### config.mk
export PLATFORM = sky130hd
export DESIGN_NAME = opcode_sequencer
export DESIGN_NICKNAME = d
export VERILOG_FILES = /design/src/rtl/opcode_sequencer.sv
export SDC_FILE = /design/constraint.sdc
export NUM_CORES = 1
export LEC_CHECK = 0
export CAP_MARGIN = 20
export CORE_MARGIN = 2
export CORE_UTILIZATION = 29
export CTS_BUF_LIST = sky130_fd_sc_hd__clkbuf_8
export DETAILED_ROUTE_END_ITERATION = 6
export GPL_TIMING_DRIVEN = 0
export HOLD_SLACK_MARGIN = 0.02
export SLEW_MARGIN = 5
export SYNTH_ARGS = -nofsm -noshare
export SYNTH_HDL_FRONTEND = slang
export SYNTH_SLANG_ARGS = --single-unit
### constraint.sdc
create_clock -name clk -period 15.6 [get_ports clk]
set_input_delay 4.68 -clock clk [delete_from_list [all_inputs] [get_ports clk]]
set_output_delay 4.68 -clock clk [all_outputs]
set_load 0.03 [all_outputs]
### src/rtl/opcode_sequencer.sv
// opcode_sequencer: multi-cycle 6502 decoder/sequencer; optional illegal-opcode trap via DECODER_ILLEGAL_TRAP_EN
module opcode_sequencer #(
    parameter int REG_WIDTH  = 8,
    parameter int ADDR_WIDTH = 16,
    parameter int OPP_WIDTH  = 5
) (
    input  logic                  clk,
    input  logic                  reset,
    input  logic                  in_valid,
    output logic                  in_ready,
    input  logic [REG_WIDTH-1:0]  in_byte,
    input  logic [ADDR_WIDTH-1:0] in_pc,
    input  logic [REG_WIDTH-1:0]  x_reg,
    input  logic [REG_WIDTH-1:0]  y_reg,
    output logic                  out_valid,
    input  logic                  out_ready,
    output logic [OPP_WIDTH-1:0]  out_opp,
    output logic [REG_WIDTH-1:0]  out_opcode,
    output logic [3:0]            out_mode,
    output logic [ADDR_WIDTH-1:0] out_ea,
    output logic [REG_WIDTH-1:0]  out_imm,
    output logic [1:0]            out_len,
    output logic [ADDR_WIDTH-1:0] out_pc,
    output logic                  out_page_cross,
    output logic                  out_illegal
);
    localparam int HI_W = ADDR_WIDTH - REG_WIDTH;
    localparam logic [3:0] M_IMPL = 4'd0, M_ACC = 4'd1, M_IMM = 4'd2, M_ZP = 4'd3,
                           M_ZPX = 4'd4, M_ZPY = 4'd5, M_ABS = 4'd6, M_ABSX = 4'd7,
                           M_ABSY = 4'd8, M_INDX = 4'd9, M_INDY = 4'd10, M_REL = 4'd11,
                           M_IND = 4'd12;
`ifdef DECODER_ILLEGAL_TRAP_EN
    localparam logic [3:0] M_BAD  = 4'd15;
    localparam logic       TRAP   = 1'b1;
`else
    localparam logic [3:0] M_BAD  = M_IMPL;
    localparam logic       TRAP   = 1'b0;
`endif

    typedef enum logic [2:0] {IDLE, OPER_LO, OPER_HI, ISSUE, HALT} state_t;

    state_t                state;
    logic [REG_WIDTH-1:0]  op_q, lo_q;
    logic [ADDR_WIDTH-1:0] pc_q;
    logic [1:0]            len_q;

    logic                  xfer, fin, bad, iy, pcx;
    logic [2:0]            aaa, bbb;
    logic [1:0]            cc;
    logic [3:0]            mode;
    logic [1:0]            dec_len;
    logic [REG_WIDTH-1:0]  cur_op, cur_lo, cur_hi, idx, zp_sum;
    logic [ADDR_WIDTH-1:0] cur_pc, abs_base, abs_sum, rel_base, rel_sum, ea;

    assign xfer   = in_valid && in_ready;
    assign cur_op = (state == IDLE) ? in_byte : op_q;
    assign cur_pc = (state == IDLE) ? in_pc : pc_q;
    assign cur_lo = (state == OPER_LO) ? in_byte : (state == OPER_HI) ? lo_q : '0;
    assign cur_hi = (state == OPER_HI) ? in_byte : '0;
    assign fin    = xfer && ((state == IDLE && dec_len == 2'd1) ||
                             (state == OPER_LO && len_q == 2'd2) || state == OPER_HI);

    // Classify addressing mode and instruction length from the aaa/bbb/cc fields
    always_comb begin
        aaa  = cur_op[7:5];
        bbb  = cur_op[4:2];
        cc   = cur_op[1:0];
        iy   = aaa[2:1] == 2'b10;
        mode = M_IMPL;
        bad  = 1'b0;
        if (cc == 2'b01) begin
            case (bbb)
                3'b000:  mode = M_INDX;
                3'b001:  mode = M_ZP;
                3'b010:  mode = M_IMM;
                3'b011:  mode = M_ABS;
                3'b100:  mode = M_INDY;
                3'b101:  mode = M_ZPX;
                3'b110:  mode = M_ABSY;
                default: mode = M_ABSX;
            endcase
            bad = cur_op == REG_WIDTH'(8'h89);
        end else if (cc == 2'b10) begin
            case (bbb)
                3'b000: begin
                    mode = M_IMM;
                    bad  = aaa < 3'b101;
                end
                3'b001:  mode = M_ZP;
                3'b010:  mode = (aaa < 3'b100) ? M_ACC : M_IMPL;
                3'b011:  mode = M_ABS;
                3'b100:  bad  = 1'b1;
                3'b101:  mode = iy ? M_ZPY : M_ZPX;
                3'b110:  mode = M_IMPL;
                default: mode = iy ? M_ABSY : M_ABSX;
            endcase
        end else if (cc == 2'b00) begin
            if (bbb == 3'b100)
                mode = M_REL;
            else if (bbb == 3'b010 || bbb == 3'b110)
                mode = M_IMPL;
            else if (cur_op == REG_WIDTH'(8'h00) || cur_op == REG_WIDTH'(8'h40) ||
                     cur_op == REG_WIDTH'(8'h60))
                mode = M_IMPL;
            else if (cur_op == REG_WIDTH'(8'h20))
                mode = M_ABS;
            else if (cur_op == REG_WIDTH'(8'h6C))
                mode = M_IND;
            else if (bbb == 3'b000 && aaa >= 3'b101)
                mode = M_IMM;
            else if (bbb[0])
                mode = (bbb[2:1] == 2'b00) ? M_ZP :
                       (bbb[2:1] == 2'b01) ? M_ABS :
                       (bbb[2:1] == 2'b10) ? (iy ? M_ZPY : M_ZPX) :
                                             (iy ? M_ABSY : M_ABSX);
            else
                bad = 1'b1;
        end else begin
            bad = 1'b1;
        end
        mode    = bad ? M_BAD : mode;
        dec_len = (bad || mode == M_IMPL || mode == M_ACC) ? 2'd1 :
                  (mode == M_ABS || mode == M_ABSX || mode == M_ABSY || mode == M_IND) ? 2'd3 :
                  2'd2;
    end

    assign idx      = (mode == M_ZPY || mode == M_ABSY) ? y_reg : x_reg;
    assign zp_sum   = cur_lo + idx;
    assign abs_base = ADDR_WIDTH'({cur_hi, cur_lo});
    assign abs_sum  = abs_base + ADDR_WIDTH'(idx);
    assign rel_base = cur_pc + ADDR_WIDTH'(2);
    assign rel_sum  = rel_base + {{HI_W{cur_lo[REG_WIDTH-1]}}, cur_lo};

    // Effective address and page-cross detection for the instruction being completed
    always_comb begin
        ea  = '0;
        pcx = 1'b0;
        case (mode)
            M_ZP, M_INDY:         ea = ADDR_WIDTH'(cur_lo);
            M_ZPX, M_ZPY, M_INDX: ea = ADDR_WIDTH'(zp_sum);
            M_ABS, M_IND:         ea = abs_base;
            M_ABSX, M_ABSY: begin
                ea  = abs_sum;
                pcx = abs_sum[ADDR_WIDTH-1:REG_WIDTH] != abs_base[ADDR_WIDTH-1:REG_WIDTH];
            end
            M_REL: begin
                ea  = rel_sum;
                pcx = rel_sum[ADDR_WIDTH-1:REG_WIDTH] != rel_base[ADDR_WIDTH-1:REG_WIDTH];
            end
            default: ea = '0;
        endcase
    end

    // Byte-collection FSM; the record is registered on the final byte transfer
    always_ff @(posedge clk) begin
        if (reset) begin
            state          <= IDLE;
            in_ready       <= 1'b1;
            out_valid      <= 1'b0;
            op_q           <= '0;
            lo_q           <= '0;
            pc_q           <= '0;
            len_q          <= '0;
            out_opp        <= '0;
            out_opcode     <= '0;
            out_mode       <= '0;
            out_ea         <= '0;
            out_imm        <= '0;
            out_len        <= '0;
            out_pc         <= '0;
            out_page_cross <= 1'b0;
            out_illegal    <= 1'b0;
        end else begin
            case (state)
                IDLE: if (xfer) begin
                    op_q  <= in_byte;
                    pc_q  <= in_pc;
                    len_q <= dec_len;
                    state <= OPER_LO;
                end
                OPER_LO: if (xfer) begin
                    lo_q  <= in_byte;
                    state <= OPER_HI;
                end
                OPER_HI: ;
                ISSUE: if (out_ready) begin
                    out_valid <= 1'b0;
                    state     <= (TRAP && out_illegal) ? HALT : IDLE;
                    in_ready  <= !(TRAP && out_illegal);
                end
                HALT: ;
                default: state <= IDLE;
            endcase
            if (fin) begin
                state          <= ISSUE;
                in_ready       <= 1'b0;
                out_valid      <= 1'b1;
                out_opp        <= OPP_WIDTH'({cur_op[7:5], cur_op[1:0]});
                out_opcode     <= cur_op;
                out_mode       <= mode;
                out_ea         <= ea;
                out_imm        <= cur_lo;
                out_len        <= dec_len;
                out_pc         <= cur_pc;
                out_page_cross <= pcx;
                out_illegal    <= TRAP && bad;
            end
        end
    end
endmodule

# [Yosys cells after proc, flatten, opt, wreduce, memory -nomap -nowiden]
# Index checks and enable logic that the tools add are counted.
[word_totals] reg_bits=99 latchBits=0 mem_bits_rw=0 rom_bits=0 inputBits=44 output_inout_bits=63 elab_cells=153 memories=0
[classes] addsub=4 n_mul=0 div=0 n_lt_le_gt_ge=3 eq_ne=42 shifts=0 mux=51 bitwise=1 reduce_logical=36
[ops] cell="$pmux W16 S5" n=1
[ops] cell="$mux W4" n=15
[ops] cell="$mux W8" n=5
[ops] cell="$pmux W4 S7" n=1
[ops] cell="$eq A8 B7 Y1 const B" n=3
[ops] cell="$pmux W4 S6" n=1
[ops] cell="$eq A4 B4 Y1 const B" n=5
[ops] cell="$mux W1" n=19
[ops] cell="$add A16 B16 Y16" n=1
[ops] cell="$add A16 B2 Y16 const B" n=1
[ops] cell="$add A16 B8 Y16" n=1
[ops] cell="$eq A4 B3 Y1 const B" n=4
[ops] cell="$mux W16" n=1
[ops] cell="$ne A8 B8 Y1" n=2
[ops] cell="$eq A3 B2 Y1 const B" n=4
[ops] cell="$eq A3 B3 Y1 const B" n=4
[ops] cell="$pmux W3 S4" n=1
[ops] cell="$reduce_or A2 Y1" n=6
[ops] cell="$logic_or A1 B1 Y1" n=11
[ops] cell="$mux W3" n=3
[ops] cell="$ne A3 B3 Y1 const B" n=3
[ops] cell="$add A8 B8 Y8" n=1
[ops] cell="$eq A2 B2 Y1 const B" n=4
[ops] cell="$eq A8 B6 Y1 const B" n=1
[ops] cell="21 further kinds" n=39

# [Logic depth before layout (Yosys ltp)]
# Gate-level depths: netlist of the first run.
[logic_depth] depth_word=31 depth_mapped=24 mapped_depth_nobuf=21

# [Worst setup path before layout of the first run]
# No wires, ideal clock.
[synth_path] path_kind="input-to-reg" start="input port in_byte[4]" end="register out_ea[14]" setup_ns=0.093 arrival_time_ns=9.165 t_required_ns=15.507 path_slack_ns=6.342 cell_stages=22 path_buffers=2 path_cell_list="buf_2 > nor4b_1 > a31oi_4 > ha_1 > a211oi_1 > a211o_1 > a31o_2 > clkbuf_1 > nor2_2 > a31o_2 > nand3_2 > mux2_2 > ha_1 > nand3_1 > a21oi_1 > o211ai_1 > or4_1 > nor2_1 > nand3_1 > o32ai_4 > a211oi_2 > o311ai_2"
[synth_between] elab_chain_cells=27 word_cells_on_any_way=83 cone_classes="add/sub: 2; eq/ne: 25; mux: 33; reduce/logical: 23"
[synth_lines] item="from (decl)" line="11" rtl="input logic [REG_WIDTH-1:0] in_byte,"
[synth_lines] item="branches (longest 27 deep; another with $mux W8)"
[synth_lines] item="to (signal assigned)" line="167" rtl="out_ea <= '0;"
[synth_lines] item="to (signal assigned)" line="201" rtl="out_ea <= ea;"
[synth_lines] item="to (decl)" line="20" rtl="output logic [ADDR_WIDTH-1:0] out_ea,"
# Parallel ways; which one is timed is not known.
# A chain may end at the register's enable or synchronous reset.

# [Final worst setup path of the first run]
[layout_path] start="input port in_byte[4]" end="register out_ea[15]"
# Same word-level chain as after synthesis.

==> results.json, run 1 <==
{
  "status": "complete, no violations",
  "overflow": 0,
  "path_max_fanout": 10,
  "seqCellArea_mm2": 0.00186,
  "netlist_instances": 887,
  "die_y_um": 159,
  "power_frac_seq": 0.263,
  "r2r_cells": 23,
  "cap_viol_max_count": 0,
  "seq_area_frac_synth": 0.269,
  "syn2layout_area_growth_pct": 23.9,
  "clkPwrFrac": 0.146,
  "drive_gt1_frac": 0.0942,
  "netlist_top_cells_area": "dfxtp_1 27%, nand2_1 6.7%, ha_1 4.9%",
  "syn_area_mm2": 0.00693,
  "hold_depth": 2,
  "r2r_setup_slack_ps": 9140,
  "critPathLaunch": "in_byte[4]",
  "utilization": 0.366,
  "drc": 0,
  "r2r_end": "out_ea[15]",
  "synth_async_sr_flop_share": 0,
  "nFillCells": 2530,
  "dpl-instance-area_mm2": 0.00838,
  "clockRootBuffer": "clkbuf_8",
  "num_antenna_cells": 0,
  "leakagePower_uw": 0.00308,
  "core_area_mm2": 0.0235,
  "final_nets": 1076,
  "hold_viol_final": 0,
  "start_util": 0.295,
  "layout_min_cycle_time_ps": 10350,
  "port_buffers": 104,
  "die_w_um": 159,
  "min_path_type": "reg2reg",
  "worst_setup_path_end_kind": "flip-flop",
  "worst_pin_slew_ps": 932,
  "timing.rr.start": "state[0]",
  "grt_pass1_wl_um": 39200,
  "numCtsBuffers": 9,
  "clock-sinks": 93,
  "clockBufferDepth": 2,
  "p_int_uw": 641,
  "fin_crit_sh": 0.664,
  "die_area_mm2": 0.0252,
  "row_count": 56,
  "tns_ps": 0,
  "worst-setup-path-type": "in2reg",
  "wl_um": 25200,
  "slew_violations": 0,
  "start_kind": "input pin",
  "netlist.area_leader.share": 0.269,
  "hold_slack_ps": 458,
  "cts_htree_levels": 3,
  "cts_tree": "done",
  "antenna_found_initial": 0,
  "cts_setup_buffers": 0,
  "slew-limit-headroom": 0.362,
  "finalInstanceArea_mm2": 0.00859,
  "firstDrtPassIters": 5,
  "endpoint": "out_ea[15]",
  "grt_pass1_vias": 6939,
  "ir_worst_vdd_uv": 83.1,
  "synth-edff-count": 0,
  "yosysWarnings": 0,
  "setup_viol_count_final": 0,
  "p_sw_frac": 0.479,
  "cp.required_ps": 15870,
  "clk_latency_ps": 390,
  "vias_per_cell": 5.48,
  "num_vias": 7276,
  "final_common_cell": "nand2_1",
  "netlist-cell-type-count": 91,
  "syn_area_per_cell_um2": 7.81,
  "grt_usage": 0.203,
  "path_clk_slew_ps": 90,
  "cts_resized": 0,
  "multi_input_area_mm2": 0.00468,
  "synth_top_area_cell": "dfxtp_1",
  "fmax_mhz": 96.6,
  "detail-route-antenna-nets": 0,
  "ios": 107,
  "p_switching_uw": 590,
  "grt_max_degree": 16,
  "postCtsHoldBufs": 0,
  "dp.final_hpwl_um": 19500,
  "arrival_ps": 10620,
  "mostFrequentLayoutCells": "124 x nand2_1, 104 x clkdlybuf4s50_1, 93 x dfxtp_1, 88 x nor2_1, 65 x a21oi_1",
  "syn_nets": 960,
  "rsz0062_at_grt": "no",
  "powerDensity_mw_per_mm2": 143,
  "finClkSkew_ps": 17.5,
  "place.gp.congestion": 0.899,
  "drtIter0Drc": 552,
  "combPwrFrac": 0.591,
  "ys_seq_elements": 93,
  "post_drt_wl_per_cell_um": 19.0,
  "synthFlopType": "dfxtp_1"
}
==> kinds of logic after synthesis <==
| group | after synthesis | synth area share |
|---|---|---|
| XOR/XNOR | 45 | 0.0569 |
| flip-flops | 93 | 0.269 |
| AND/OR/NAND/NOR | 348 | 0.242 |
| multiplexers | 21 | 0.0321 |
| adder cells (fa/ha/maj) | 29 | 0.0545 |
| other | 1 | 0.000541 |
| buffers and inverters | 79 | 0.0560 |
| AO/OA/AOI/OAI | 271 | 0.289 |
==> power by group through the flow <==
stage | sequential (µW) | clock [µW] | combinational [µW]
floorplan | 384 | 0 | 424
global placement | 328 | 0 | 713
detailed placement | 327 | 0 | 719
CTS | 323 | 184 | 722
global route | 329 | 191 | 788
finish | 323 | 180 | 728
==> worst min-delay path by stage <==
stage	start	end	slack, ps
after floorplan	pc_q[1]	pc_q[1]	430
after global placement	lo_q[2]	lo_q[2]	440
after detailed placement	pc_q[15]	pc_q[15]	450
after CTS	pc_q[0]	pc_q[0]	460
after global routing	lo_q[7]	lo_q[7]	480
final	pc_q[0]	pc_q[0]	460
==> stage by stage <==
step	std cells	power, µW	worst slack [ps]
finish	1327	1230	5250
global route	1327	1310	4790
CTS	1327	1230	5300
detailed placement	1311	1050	4900
global placement	1310	1040	4920
floorplan	887	809	6340
==> registers in the layout (all words and copies together), names as in the netlist <==
| name | count |
|---|---|
| in_ready | 1 |
| len_q | 2 |
| lo_q | 8 |
| op_q | 8 |
| out_ea | 16 |
| out_imm | 8 |
| out_len | 2 |
| out_mode | 4 |
| out_opcode | 3 |
| out_opp | 5 |
| out_page_cross | 1 |
| out_pc | 16 |
| out_valid | 1 |
| pc_q | 16 |
| state | 2 |
==> critical path: stages <==
cell and delay, ps:
clkdlybuf4s50_1 540, buf_2 280, nor4b_1 480, a31oi_4 140
ha_1 340, a211oi_1 60, a211o_1 300, a31o_2 280
clkbuf_1 230, nor2_2 380, a31o_2 180, nand3_2 210
mux2_2 370, ha_1 220, or3_1 380, a221oi_1 300
o21a_1 200, nor2_1 100, and3_1 210, nand4_1 90
o32ai_1 90, a2111oi_0 440, o2bb2ai_1 130
==> per-layer routing <==
metal	GRT usage	wire, µm
met1	0.273	11200
met2	0.334	11700
met3	0.0354	1710
met4	0.0528	548
met5	0	0
==> cell usage after synthesis, types with 10 or more instances <==
cell type	n
a211oi_1	31
a21oi_1	65
a221o_1	10
a22o_1	10
buf_2	19
buf_4	10
clkbuf_1	29
dfxtp_1	93
ha_1	27
inv_1	15
mux2_2	10
mux2i_1	11
nand2_1	124
nand3_1	23
nor2_1	88
nor3_1	32
o211ai_1	19
o21ai_0	39
xnor2_1	29
xor2_1	16
==> layout make-up <==
cell class,instances,area share
Multi-Input combinational cell,715,0.545
Sequential cell,93,0.217
Timing Repair Buffer,105,0.122
Tap cell,319,0.0465
Buffer,63,0.0382
Clock buffer,12,0.0192
Inverter,16,0.00699
Clock inverter,4,0.00539
Power figures use the tool's default switching activity.
==> inputs of run 2 (changes only) <==
==> constraint.sdc (replaced) <==
create_clock -name clk -period 8.9 [get_ports clk]
set_input_delay 2.67 -clock clk [delete_from_list [all_inputs] [get_ports clk]]
set_output_delay 2.67 -clock clk [all_outputs]
set_load 0.03 [all_outputs]
==> results of run 2 <==
The final DEF is identical to that of run 1. Status: complete, no violations.
Main changes from that run: setup slack after placement 4900 ps -> 208 ps; setup slack after layout 5250 ps -> 559 ps; register-to-register setup slack 9140 ps -> 2440 ps; total power 1230 µW -> 2160 µW; worst IR drop on VDD 83.1 µV -> 146 µV
